--- src/rtl/immgen_pipe_if.sv ---
// immgen_pipe_if -- bus bundle for the pipelined RISC-V immediate generator.
//
// Groups the input handshake (in_valid/in_ready plus inst/immsel/in_tag),
// the output handshake (out_valid/out_ready plus imm/out_tag/err) and the
// synchronous flush request.
//   master : the side that issues instructions and consumes immediates
//   slave  : the immediate generator itself
// Parameters must match those of the immgen_pipe instance it connects to.
interface immgen_pipe_if #(
  parameter int XLEN  = 32,
  parameter int TAG_W = 8
);
  logic             flush;
  logic             in_valid;
  logic             in_ready;
  logic [31:0]      inst;
  logic [2:0]       immsel;
  logic [TAG_W-1:0] in_tag;
  logic             out_valid;
  logic             out_ready;
  logic [XLEN-1:0]  imm;
  logic [TAG_W-1:0] out_tag;
  logic             err;

  modport master (
    output flush, in_valid, inst, immsel, in_tag, out_ready,
    input  in_ready, out_valid, imm, out_tag, err
  );

  modport slave (
    input  flush, in_valid, inst, immsel, in_tag, out_ready,
    output in_ready, out_valid, imm, out_tag, err
  );
endinterface

--- src/rtl/immgen_pipe.sv ---
// immgen_pipe -- pipelined immediate generator for the RISC-V decode stage.
//
// Decodes the immediate of the incoming instruction word according to immsel
// (0=R 1=I 2=S 3=B 4=J 5=U 6=Z 7=reserved), sign-extends it to XLEN and
// stores it, with the sideband tag and an error flag, in a two-entry skid
// buffer (main + skid). The main entry drives the outputs, so the result
// appears one cycle after the input transfer; in_ready is a register.
//
// Ports:
//   clk            clock, rising edge
//   rst_n          asynchronous active-low reset
//   bus (slave)    flush, in_valid/in_ready, inst, immsel, in_tag,
//                  out_valid/out_ready, imm, out_tag, err
//
// Parameters: XLEN (32 or 64), TAG_W (sideband tag width).
//
// Optional feature: define IMMGEN_ZIMM_EN to decode immsel=6 as the CSR
// zero-extended immediate inst[19:15]; otherwise immsel=6 reports err.
module immgen_pipe #(
  parameter int XLEN  = 32,
  parameter int TAG_W = 8
) (
  input  logic         clk,
  input  logic         rst_n,
  immgen_pipe_if.slave bus
);

  // ---------------------------------------------------------------------
  // Decode
  // ---------------------------------------------------------------------
  // Every format is first built as a 32-bit value whose bit 31 already
  // carries the sign; the final widening to XLEN then just replicates
  // bit 31. The Z immediate has bit 31 clear, so it zero-extends for free.
  logic [31:0]     raw_imm;
  logic [XLEN-1:0] dec_imm;
  logic            dec_err;

  always_comb begin
    raw_imm = '0;
    dec_err = 1'b0;
    case (bus.immsel)
      3'd0: raw_imm = '0;
      3'd1: raw_imm = {{20{bus.inst[31]}}, bus.inst[31:20]};
      3'd2: raw_imm = {{20{bus.inst[31]}}, bus.inst[31:25], bus.inst[11:7]};
      3'd3: raw_imm = {{19{bus.inst[31]}}, bus.inst[31], bus.inst[7],
                       bus.inst[30:25], bus.inst[11:8], 1'b0};
      3'd4: raw_imm = {{11{bus.inst[31]}}, bus.inst[31], bus.inst[19:12],
                       bus.inst[20], bus.inst[30:21], 1'b0};
      3'd5: raw_imm = {bus.inst[31:12], 12'b0};
`ifdef IMMGEN_ZIMM_EN
      3'd6: raw_imm = {27'b0, bus.inst[19:15]};
`else
      3'd6: dec_err = 1'b1;
`endif
      default: dec_err = 1'b1;
    endcase
    dec_imm = XLEN'($signed(raw_imm));
  end

  // The opcode field never contributes to an immediate.
  logic unused_opcode;
  assign unused_opcode = ^bus.inst[6:0];

  // ---------------------------------------------------------------------
  // Two-entry skid buffer
  // ---------------------------------------------------------------------
  logic             main_valid_reg, main_valid_next;
  logic [XLEN-1:0]  main_imm_reg,   main_imm_next;
  logic [TAG_W-1:0] main_tag_reg,   main_tag_next;
  logic             main_err_reg,   main_err_next;
  logic             skid_valid_reg, skid_valid_next;
  logic [XLEN-1:0]  skid_imm_reg,   skid_imm_next;
  logic [TAG_W-1:0] skid_tag_reg,   skid_tag_next;
  logic             skid_err_reg,   skid_err_next;
  logic             in_ready_reg,   in_ready_next;
  logic             accept;
  logic             drain;

  assign accept = bus.in_valid && in_ready_reg;
  assign drain  = main_valid_reg && bus.out_ready;

  always_comb begin
    main_valid_next = main_valid_reg;
    main_imm_next   = main_imm_reg;
    main_tag_next   = main_tag_reg;
    main_err_next   = main_err_reg;
    skid_valid_next = skid_valid_reg;
    skid_imm_next   = skid_imm_reg;
    skid_tag_next   = skid_tag_reg;
    skid_err_next   = skid_err_reg;

    if (bus.flush) begin
      // Flush wins over both transfers: nothing is accepted or delivered.
      main_valid_next = 1'b0;
      skid_valid_next = 1'b0;
    end else if (main_valid_reg && !drain) begin
      // Main is stuck; an accepted entry parks in skid (skid is known empty
      // here because in_ready was high).
      if (accept) begin
        skid_valid_next = 1'b1;
        skid_imm_next   = dec_imm;
        skid_tag_next   = bus.in_tag;
        skid_err_next   = dec_err;
      end
    end else if (skid_valid_reg) begin
      // Main drains while skid holds the older entry: skid moves up. No
      // accept can coincide since in_ready was low.
      main_valid_next = 1'b1;
      main_imm_next   = skid_imm_reg;
      main_tag_next   = skid_tag_reg;
      main_err_next   = skid_err_reg;
      skid_valid_next = 1'b0;
    end else begin
      // Main empty or draining with skid empty: new entry lands in main
      // directly, which keeps out_valid high with no bubble.
      main_valid_next = accept;
      if (accept) begin
        main_imm_next = dec_imm;
        main_tag_next = bus.in_tag;
        main_err_next = dec_err;
      end
    end

    in_ready_next = !skid_valid_next;
  end

  always_ff @(posedge clk or negedge rst_n) begin
    if (!rst_n) begin
      main_valid_reg <= 1'b0;
      main_imm_reg   <= '0;
      main_tag_reg   <= '0;
      main_err_reg   <= 1'b0;
      skid_valid_reg <= 1'b0;
      skid_imm_reg   <= '0;
      skid_tag_reg   <= '0;
      skid_err_reg   <= 1'b0;
      in_ready_reg   <= 1'b1;
    end else begin
      main_valid_reg <= main_valid_next;
      main_imm_reg   <= main_imm_next;
      main_tag_reg   <= main_tag_next;
      main_err_reg   <= main_err_next;
      skid_valid_reg <= skid_valid_next;
      skid_imm_reg   <= skid_imm_next;
      skid_tag_reg   <= skid_tag_next;
      skid_err_reg   <= skid_err_next;
      in_ready_reg   <= in_ready_next;
    end
  end

  assign bus.in_ready  = in_ready_reg;
  assign bus.out_valid = main_valid_reg;
  assign bus.imm       = main_imm_reg;
  assign bus.out_tag   = main_tag_reg;
  assign bus.err       = main_err_reg;

endmodule

--- src/flat_wrapper.sv ---
// flat-port wrapper written by rule: the top's interface ports become plain ports
module immgen_pipe_flat 
#(
  parameter int XLEN  = 32,
  parameter int TAG_W = 8
)
  (clk, rst_n, bus_flush, bus_in_valid, bus_inst, bus_immsel, bus_in_tag, bus_out_ready, bus_in_ready, bus_out_valid, bus_imm, bus_out_tag, bus_err);
  immgen_pipe_if #(.XLEN(XLEN), .TAG_W(TAG_W)) bus_i ();
  input  logic clk;
  input  logic rst_n;
  input wire logic [$bits(bus_i.flush)-1:0] bus_flush;
  input wire logic [$bits(bus_i.in_valid)-1:0] bus_in_valid;
  input wire logic [$bits(bus_i.inst)-1:0] bus_inst;
  input wire logic [$bits(bus_i.immsel)-1:0] bus_immsel;
  input wire logic [$bits(bus_i.in_tag)-1:0] bus_in_tag;
  input wire logic [$bits(bus_i.out_ready)-1:0] bus_out_ready;
  output wire logic [$bits(bus_i.in_ready)-1:0] bus_in_ready;
  output wire logic [$bits(bus_i.out_valid)-1:0] bus_out_valid;
  output wire logic [$bits(bus_i.imm)-1:0] bus_imm;
  output wire logic [$bits(bus_i.out_tag)-1:0] bus_out_tag;
  output wire logic [$bits(bus_i.err)-1:0] bus_err;
  assign bus_i.flush = bus_flush;
  assign bus_i.in_valid = bus_in_valid;
  assign bus_i.inst = bus_inst;
  assign bus_i.immsel = bus_immsel;
  assign bus_i.in_tag = bus_in_tag;
  assign bus_i.out_ready = bus_out_ready;
  assign bus_in_ready = bus_i.in_ready;
  assign bus_out_valid = bus_i.out_valid;
  assign bus_imm = bus_i.imm;
  assign bus_out_tag = bus_i.out_tag;
  assign bus_err = bus_i.err;
  immgen_pipe #(.XLEN(XLEN), .TAG_W(TAG_W)) u_core (.clk(clk), .rst_n(rst_n), .bus(bus_i));
endmodule
--- config.mk ---
export PLATFORM = sky130hd
export DESIGN_NAME = immgen_pipe_flat
export DESIGN_NICKNAME = d
export VERILOG_FILES = /design/src/rtl/immgen_pipe_if.sv /design/src/rtl/immgen_pipe.sv /design/src/flat_wrapper.sv
export SDC_FILE = /design/constraint.sdc
export NUM_CORES = 1
export LEC_CHECK = 0
export ABC_AREA = 1
export BUFFER_PORTS_ARGS = -buffer_cell sky130_fd_sc_hd__buf_2
export CORE_ASPECT_RATIO = 1.5
export CORE_UTILIZATION = 54
export DETAILED_ROUTE_END_ITERATION = 12
export HOLD_SLACK_MARGIN = 0.08
export PLACE_DENSITY = 0.87
export REMOVE_ABC_BUFFERS = 1
export SLEW_MARGIN = 20
export SYNTH_ARGS = -nofsm -noshare
export SYNTH_HDL_FRONTEND = slang
export SYNTH_SLANG_ARGS = --single-unit
--- constraint.sdc ---
create_clock -name clk -period 1.8 [get_ports clk]
set_input_delay 0.36 -clock clk [delete_from_list [all_inputs] [get_ports clk]]
set_output_delay 0.36 -clock clk [all_outputs]
set_load 0.01 [all_outputs]
Yosys cells after proc, flatten, opt, wreduce, memory -nomap -nowiden:

Cells that the tools add are included.

* output and inout port bits: 43
* word-level logic and storage cells: 41
* input bits: 48
* register bits after elaboration: 85

* equal/unequal tests: 6
* multiplexer cells: 14
* reduce and logical (&&, ||, !) cells: 10
* bitwise logic cells: 2

Operators by type and width (count)
* $pmux W32 S5: 1
* $mux W32: 2
* $mux W8: 2
* $mux W1: 9
* $eq A3 B2 Y1 const B: 2
* $eq A3 B3 Y1 const B: 2
* $reduce_and A3 Y1: 2
* $reduce_or A6 Y1: 1
* $eq A3 B1 Y1 const B: 1
* $logic_and A1 B1 Y1: 3
* $logic_not A3 Y1: 1
* $logic_not A1 Y1: 2
* $ne A2 B2 Y1 const B: 1
* $not A1 Y1: 2
* $reduce_bool A2 Y1: 1

Logic depth before layout (Yosys ltp):

Gate-level depths: netlist of the first run.

* word-level depth: 6
* mapped depth: 10
* depth with buffers taken out: 9

Worst setup path before layout of the first run:

Ideal clock, no wire load.

* path kind: register to register
* start: register u_core.in_ready_reg, in the netlist u_core.bus.in_ready
* end: register u_core.main_tag_reg[2], in the netlist u_core.bus.out_tag[2]
* required time: 1673 ps
* arrival: 1257 ps
* stages on the path, launching flop included: 8
* setup slack: 415 ps
* setup time: 127 ps
* buffers on the path: 2
* clock period less this slack: 1385 ps
* path through: dfstp_2 -> nand2_1 -> nand2_1 -> nand3_2 -> buf_2 -> buf_2 -> nand2_1 -> o21ai_0

* cells in the longest elaborated chain, start to end: 3

Ends and longest elaborated chain
* start: declaration: RTL line immgen_pipe.sv:75 `logic in_ready_reg, in_ready_next;`
* start signal: assignment: RTL line immgen_pipe.sv:147 `in_ready_reg <= in_ready_next;`
* $logic_and A1 B1 Y1: RTL line immgen_pipe.sv:79 `assign accept = bus.in_valid && in_ready_reg;`
* $reduce_bool A2 Y1 (no source line)
* $reduce_and A3 Y1 (no source line)
* end signal: assignment: RTL line immgen_pipe.sv:141 `main_tag_reg <= main_tag_next;`
* end: declaration: RTL line immgen_pipe.sv:69 `logic [TAG_W-1:0] main_tag_reg, main_tag_next;`

Every way passes these cells.
A chain may end at the register's enable or synchronous reset.

Worst setup path after layout of the first run:

* start: register u_core.skid_valid_reg
* end: register u_core.main_imm_reg[0], in the netlist u_core.bus.imm[0]

* cells in the longest elaborated chain, start to end: 2
* elaborated cells on any way between the ends: 3
* classes of those cells: 1 x mux; 2 x reduce/logical

Ends and longest elaborated chain
* start: declaration: RTL line immgen_pipe.sv:71 `logic skid_valid_reg, skid_valid_next;`
* start signal: assignment: RTL line immgen_pipe.sv:143 `skid_valid_reg <= skid_valid_next;`
* $reduce_bool A2 Y1 (no source line)
* $reduce_and A3 Y1 (no source line)
* end signal: assignment: RTL line immgen_pipe.sv:140 `main_imm_reg <= main_imm_next;`
* end: declaration: RTL line immgen_pipe.sv:68 `logic [XLEN-1:0] main_imm_reg, main_imm_next;`

Parallel ways exist; a longest one is shown, timed or not.

==> PnR_summary.wiki, run 1 <==
{| class="wikitable"
! Metric !! Value
|-
| DRT Wirelength || 9350 µm
|-
| Final Setup Violations || 0
|-
| Final estimated routing congestion in global placement || 0.847
|-
| Root buf cell || clkbuf_8
|-
| Critical path type || reg2reg
|-
| Core area || approximately 7300 µm²
|-
| Total inserted antenna cells || 0
|-
| Share of synthesized area spent on multiplexers || 0%
|-
| Total leakage power || between 2 and 3 nW
|-
| Slew of the pin with the lowest slew margin || 0.838 ns
|-
| RSZ-0062 raised after global routing || no
|-
| Yosys top cell by area || dfrtp_1
|-
| CTS clock-pin slew for the worst setup and hold paths || 0.08 ns
|-
| Std-Cell Rows || 38
|-
| Vias per inst || 5.14
|-
| Die Area || 8030 µm²
|-
| Insertion delay of the later-clocked pin in the worst-skew pair || ~0.37 ns
|-
| Worst Path Buf+Inv || 2
|-
| Endpoint arrival time on the critical path || ~1.8 ns
|-
| Worst min path class || in2reg
|-
| Critical path's largest stage delay || 0.59 ns
|-
| Instance area at placement || 4630 µm²
|-
| Buffers added on ports || a little over 80
|-
| Top Ports || 91
|-
| Util after Layout || 65.9%
|-
| Max Clock Skew || 0.00888 ns
|-
| Aggregate negative setup slack || 0 ns
|-
| Peak supply drop || 0.612 mV
|-
| Number of pins with negative max-slew slack in the final report || 0
|-
| Setup bufs post-CTS || 0
|-
| Antenna violation net count after detailed routing || 0
|-
| Area fraction in compound gates after synthesis || 9.16%
|-
| Adder and majority gate portion of the synthesized area || 0.302%
|-
| Die width || approximately 73 µm
|-
| Required time worst endpoint || approximately 2.1 ns
|-
| Total gr overflow || 0
|-
| Portion of synthesized cell area occupied by the leading cell type || 50.8%
|-
| Layout Cell Area excl Fill || 4820 µm²
|-
| Highest achievable clock rate || 0.645 GHz
|-
| Share of the clock period used by the worst path || around 86%
|-
| Number of filler instances in the final layout || 673
|-
| Sum of net half-perimeters after detailed placement || 6120 µm
|-
| Resized Gates After CTS || 0
|-
| Number of synthesized flops with an enable pin || 0
|-
| Tot GR Track Use || roughly 25%
|-
| Clock H-tree levels || 3
|-
| Area share of and/or/nand/nor cells after synthesis || roughly a third
|-
| Largest net degree at the start of global routing || 82
|-
| CP max-delay cell || buf_4
|-
| Layout cell share with drive strength beyond 1 || 18.8%
|-
| Worst slew slack as a fraction of its limit || 44.0%
|-
| Final routed DRC violation total || 0
|-
| Number of register bits inferred by synthesis || 85
|-
| Number of unique standard cell types used by synthesis || 22
|-
| Most used cell, CP || o21ai_0
|-
| First-pass GRT wire length || between 15000 and 20000 µm
|-
| Overall Power || 0.00455 W
|-
| Synthesized area per cell || 7.42 µm²
|-
| Cell area power density || 945 nW/µm²
|-
| Post-Layout Cell Count || between 700 and 800
|-
| Area grow syn2layout || 16.5%
|-
| Number of max-cap violations || 0
|-
| Run status || finished clean
|-
| Count of endpoints failing hold in the final timing report || 0
|-
| Critical Path, Cell by Cell || inv_2 -> buf_4 -> o21ai_0 -> o21ai_0
|-
| Clock period minus final worst setup slack || 1.55 ns
|-
| Post-synthesis async set-or-reset flop share || 100%
|-
| Die Height || 109 µm
|-
| Cell count after synthesis || ~560
|-
| Post-DR wirelength/cell || 12.7 µm
|-
| Dominant combinational cell family by area after synthesis || simple AND/OR/NAND/NOR gates
|-
| Peak fanout along the critical path || between 80 and 90
|-
| Post-cts hold buffer count || 1
|-
| Clock net sink count || 85
|-
| Ranking of synthesized cells by instance count || 231 x nand2_1, 84 x dfrtp_1, 55 x nor2_1
|-
| Xor and xnor fraction of the mapped netlist area || 0%
|-
| Via count of the first global-routing pass || 3585
|-
| Crit start category || flop
|-
| Critical Path Sink Type || flop
|-
| Post-synth design cell area || 4140 µm²
|-
| Ys Warns || 0
|-
| TritonCTS buffer count || 9
|-
| Cell family contributing the most delay on the critical path || buffers and inverters
|-
| Maximum root-to-sink buffer count || 2
|-
| Top-count cell post-synth || nand2_1
|-
| Starting Density || 56.5%
|-
| Initial DRT Pass Iterations || 4
|-
| Top_reg_cell synth || dfrtp_1
|-
| Total via count in the routed design || 3774
|-
| Most area-consuming cells after synthesis || dfrtp_1 51%, nand2_1 21%, o21ai_0 6.2%
|-
| Post-layout nets || around 680
|-
| Post-Place Cells || 717
|-
| First DRT Iteration DRCs || 211
|-
| TritonCTS clock tree || built
|-
| Antenna violations before repair || 0
|-
| Part of the Yosys area used for sequential elements || 51.4%
|}
## worst paths after layout
kind                                            startpoint                              to  slack (ns)  cells after the start
min                                              bus_flush   u_core.bus.in_ready$_DFF_PN1_        0.24                      3
min in group asynchronous                            rst_n   u_core.bus.imm[5]$_DFFE_PN0P_        0.35                      2
max                        u_core.skid_valid_reg$_DFF_PN0_   u_core.bus.imm[0]$_DFFE_PN0P_        0.25                      4
max in group asynchronous                            rst_n   u_core.bus.in_ready$_DFF_PN1_        0.89                      3
max reg2reg                u_core.skid_valid_reg$_DFF_PN0_   u_core.bus.imm[0]$_DFFE_PN0P_        0.25                      4
min reg2reg                 u_core.bus.imm[15]$_DFFE_PN0P_  u_core.bus.imm[15]$_DFFE_PN0P_        0.48                      2
## layout make-up
type / instances / area, µm² / share of cell area, %
clock buffer: 15 / 176 / 3.66
sequential: 85 / 2130 / 44.1
inverter: 27 / 101 / 2.10
tap: 100 / 125 / 2.59
timing repair buffer: 96 / 543 / 11.3
clock inverter: 1 / 5.00 / 0.104
multi-input combinational: 410 / 1740 / 36.1
## report_power, final
group / switching, W / leakage (nW) / internal [W]
combinational: 0.000546 / 1.65 / 0.000358
sequential: 0.000162 / 1.12 / 0.00222
clock: 0.000649 / 0.0937 / 0.000615
total: 0.00136 / 2.86 / 0.00320
## cell usage in the layout (no fill, tap or decap)
cell type	netlist	layout
dlygate4sd3_1	0	1
o211ai_2	1	1
nand2_1	231	231
clkbuf_8	0	12
clkinv_2	0	1
dfstp_2	1	1
nor2_2	1	1
dfrtp_1	84	84
nand2_2	1	1
nand3_1	33	33
nor2_1	55	55
buf_2	18	82
inv_2	4	4
clkbuf_1	11	3
ha_1	1	1
a31oi_1	1	1
inv_1	23	23
o21ai_0	51	51
nor2_4	1	1
nand4_1	11	11
buf_12	0	2
buf_4	2	11
o21ai_1	21	21
nand3_2	2	2
## logic make-up (layout without fill, tap and decap cells)
| group | after synthesis | in the layout |
|---|---|---|
| buffers and inverters | 63 | 139 |
| AOI/OAI and AO/OA | 74 | 74 |
| DFF | 85 | 85 |
| adders and majority gates | 1 | 1 |
| and+or+nand+nor | 335 | 335 |
## stage by stage
| stage | worst slack [ns] | hold slack, ns |
|---|---|---|
| global route | 0.0232 | 0.267 |
| finish | 0.250 | 0.240 |
| detailed placement | -0.0533 | 0.206 |
| CTS | 0.234 | 0.239 |
| global placement | 0.0136 | 0.202 |
| floorplan | -0.630 | 0.0644 |
## metal layers
layer	track usage (%)	share of wire, %
met2	43.0	52
met1	28.4	42
met4	12.4	2.4
met3	5.36	4.3
met5	0	0
## worst register-to-register path: cells and delay by family, from the launching register on
kind | cells | cell delay [ns]
DFF | 1 | 0.39
buffers and inverters | 2 | 0.65
AOI/OAI and AO/OA | 2 | 0.42
No activity file was read; power rests on OpenSTA's default activity.
==> run 2, diff against run 1 <==
--- a/config.mk
+++ b/config.mk
@@ -13,6 +13,7 @@
 export HOLD_SLACK_MARGIN = 0.08
 export PLACE_DENSITY = 0.87
 export REMOVE_ABC_BUFFERS = 1
+export SETUP_SLACK_MARGIN = 0.3
 export SLEW_MARGIN = 20
 export SYNTH_ARGS = -nofsm -noshare
 export SYNTH_HDL_FRONTEND = slang
==> run 2 against run 1 <==
  * First-iteration DRC count up 31%
  * Sequential power about the same
  * Maximum frequency up 7.3%
  * Critical path depth up 4
  * Combinational power up 10%
  * Largest power group unchanged
  * Highest routed layer unchanged
==> PnR_summary.wiki, run 2 (synthesis gave the netlist of run 1 again) <==
{| class="wikitable"
! Metric !! Value
|-
| Run status || finished clean
|-
| Peak supply drop || 0.599 mV
|-
| Util after Layout || slightly below 70%
|-
| Via count of the first global-routing pass || about 3600
|-
| Critical Path Sink Type || flop
|-
| Post-DR wirelength/cell || 14.0 µm
|-
| First DRT Iteration DRCs || 277
|-
| Final Setup Violations || 0
|-
| Maximum root-to-sink buffer count || 2
|-
| Number of pins with negative max-slew slack in the final report || 0
|-
| Top Ports || 91
|-
| Root buf cell || clkbuf_8
|-
| Antenna violation net count after detailed routing || 0
|-
| CP max-delay cell || dfstp_2
|-
| Final routed DRC violation total || 0
|-
| Cell family contributing the most delay on the critical path || flip-flops
|-
| Die Area || 8030 µm²
|-
| Slew of the pin with the lowest slew margin || 0.559 ns
|-
| Buffers added on ports || 83
|-
| Overall Power || between 0.004 and 0.005 W
|-
| Final estimated routing congestion in global placement || 0.847
|-
| Cell area power density || 917 nW/µm²
|-
| Critical Path, Cell by Cell || nand2_2 -> nand2_2 -> nand3_4 -> buf_4 -> clkbuf_16 -> nor2_1 -> nand2_1 -> nand2_1
|-
| Largest net degree at the start of global routing || 82
|-
| Antenna violations before repair || 0
|-
| Highest achievable clock rate || 0.693 GHz
|-
| Commonest cells after routing, fill and taps aside || 229 x nand2_1, 84 x dfrtp_1, 82 x buf_2, 55 x nor2_1, 50 x o21ai_0
|-
| Core area || between 7000 and 8000 µm²
|-
| Initial DRT Pass Iterations || 5
|-
| Insertion delay of the later-clocked pin in the worst-skew pair || 0.36 ns
|-
| Crit start category || flop
|-
| Total inserted antenna cells || 0
|-
| Die Height || 109 µm
|-
| Total gr overflow || 0
|-
| Clock period minus final worst setup slack || roughly 1.4 ns
|-
| TritonCTS clock tree || built
|-
| Die width || approximately 73 µm
|-
| Number of max-cap violations || 0
|-
| Share of the clock period used by the worst path || 80.2%
|-
| Count of endpoints failing hold in the final timing report || 0
|-
| Worst slew slack as a fraction of its limit || a little over three fifths
|-
| TritonCTS buffer count || 9
|-
| CTS clock-pin slew for the worst setup and hold paths || approximately 0.080 ns
|-
| Post-layout nets || 687
|-
| Worst min path class || in2reg
|-
| Endpoint arrival time on the critical path || 1.74 ns
|-
| Aggregate negative setup slack || 0 ns
|-
| Hold slack final || 0.253 ns
|-
| Worst Path Buf+Inv || 2
|-
| Std-Cell Rows || 38
|-
| Post-route setup slack || 0.356 ns
|-
| Number of filler instances in the final layout || approximately 640
|-
| Required time worst endpoint || 2.10 ns
|-
| Total leakage power || 2.97 nW
|-
| Critical path's largest stage delay || 0.55 ns
|-
| Max Clock Skew || 0.0104 ns
|-
| Critical path type || reg2reg
|-
| Clock H-tree levels || 3
|-
| Layout cell share with drive strength beyond 1 || 20.4%
|-
| Clock net sink count || 85
|-
| Starting Density || 56.5%
|-
| DRT Wirelength || just over 10000 µm
|-
| Tot GR Track Use || ~25%
|-
| Area grow syn2layout || 22.3%
|-
| Pre-CTS setup slack || -0.0533 ns
|-
| Vias per inst || 5.33
|-
| Total via count in the routed design || between 3000 and 4000
|-
| Sum of net half-perimeters after detailed placement || 6120 µm
|-
| RSZ-0062 raised after global routing || no
|-
| Most common library cell in the layout ignoring fill and taps || nand2_1
|-
| Peak fanout along the critical path || 13
|-
| First-pass GRT wire length || 15300 µm
|}
==> run 2: what timing repair did <==
item | in CTS | in global routing
setup endpoints to repair | 12 | 34
setup buffers | 0 | 3
gates resized for setup | 2 | 14
hold buffers | 1 | 0
pin swaps | 0 | 1
endpoints found under the hold margin | 9 | 0
gates cloned | 0 | 6
==> run 2: worst register-to-register path, stage by stage (launching register included) <==
cell       delay (ns)
dfstp_2          0.55
nand2_2          0.07
nand2_2          0.09
nand3_4          0.09
buf_4            0.18
clkbuf_16        0.18
nor2_1           0.09
nand2_1          0.07
nand2_1          0.06
==> run 2: final timing paths <==
check | from | end | slack, ns | cells after the start
setup / recovery | u_core.bus.in_ready$_DFF_PN1_ | u_core.bus.imm[20]$_DFFE_PN0P_ | 0.36 | 8
hold / removal | bus_flush | u_core.bus.in_ready$_DFF_PN1_ | 0.25 | 3
setup reg to reg | u_core.bus.in_ready$_DFF_PN1_ | u_core.bus.imm[20]$_DFFE_PN0P_ | 0.36 | 8
hold reg to reg | u_core.bus.imm[15]$_DFFE_PN0P_ | u_core.bus.imm[15]$_DFFE_PN0P_ | 0.48 | 2
max in group asynchronous | rst_n | u_core.bus.in_ready$_DFF_PN1_ | 0.88 | 3
min in group asynchronous | rst_n | u_core.bus.imm[5]$_DFFE_PN0P_ | 0.36 | 2
==> run 2: final cells by class <==
class | instances | area (µm²) | share of cell area [%]
clock inverters | 1 | 5.00 | 0.0989
clock buffers | 15 | 176 | 3.48
inverters | 27 | 104 | 2.05
repair buffers | 105 | 759 | 15.0
flip-flops and latches | 85 | 2130 | 42.0
multi-input cells | 410 | 1760 | 34.8
well taps | 100 | 125 | 2.47
==> run 2: where the power goes <==
group	switching (W)	internal (W)	total, W	leakage [nW]
Clock	0.000644	0.000615	0.00126	0.0937
Combinational	0.000582	0.000413	0.000995	1.76
Sequential	0.000164	0.00222	0.00239	1.12
Total	0.00139	0.00325	0.00464	2.97
==> run 2: metal layers <==
layer | vias up | routed length [µm] | GRT usage, %
met5 | - | 0 | 0
met4 | 0 | 240 | 12.4
met3 | 23 | 541 | 5.36
met2 | 140 | 5380 | 43.3
met1 | 1869 | 4220 | 28.3
li1 | 1929 | - | -
==> run 2: per-stage QoR <==
step	instance area [µm²]	std cells
floorplan	3970	522
global placement	4630	717
detailed placement	4630	717
CTS	4830	734
global route	5060	743
finish	5060	743
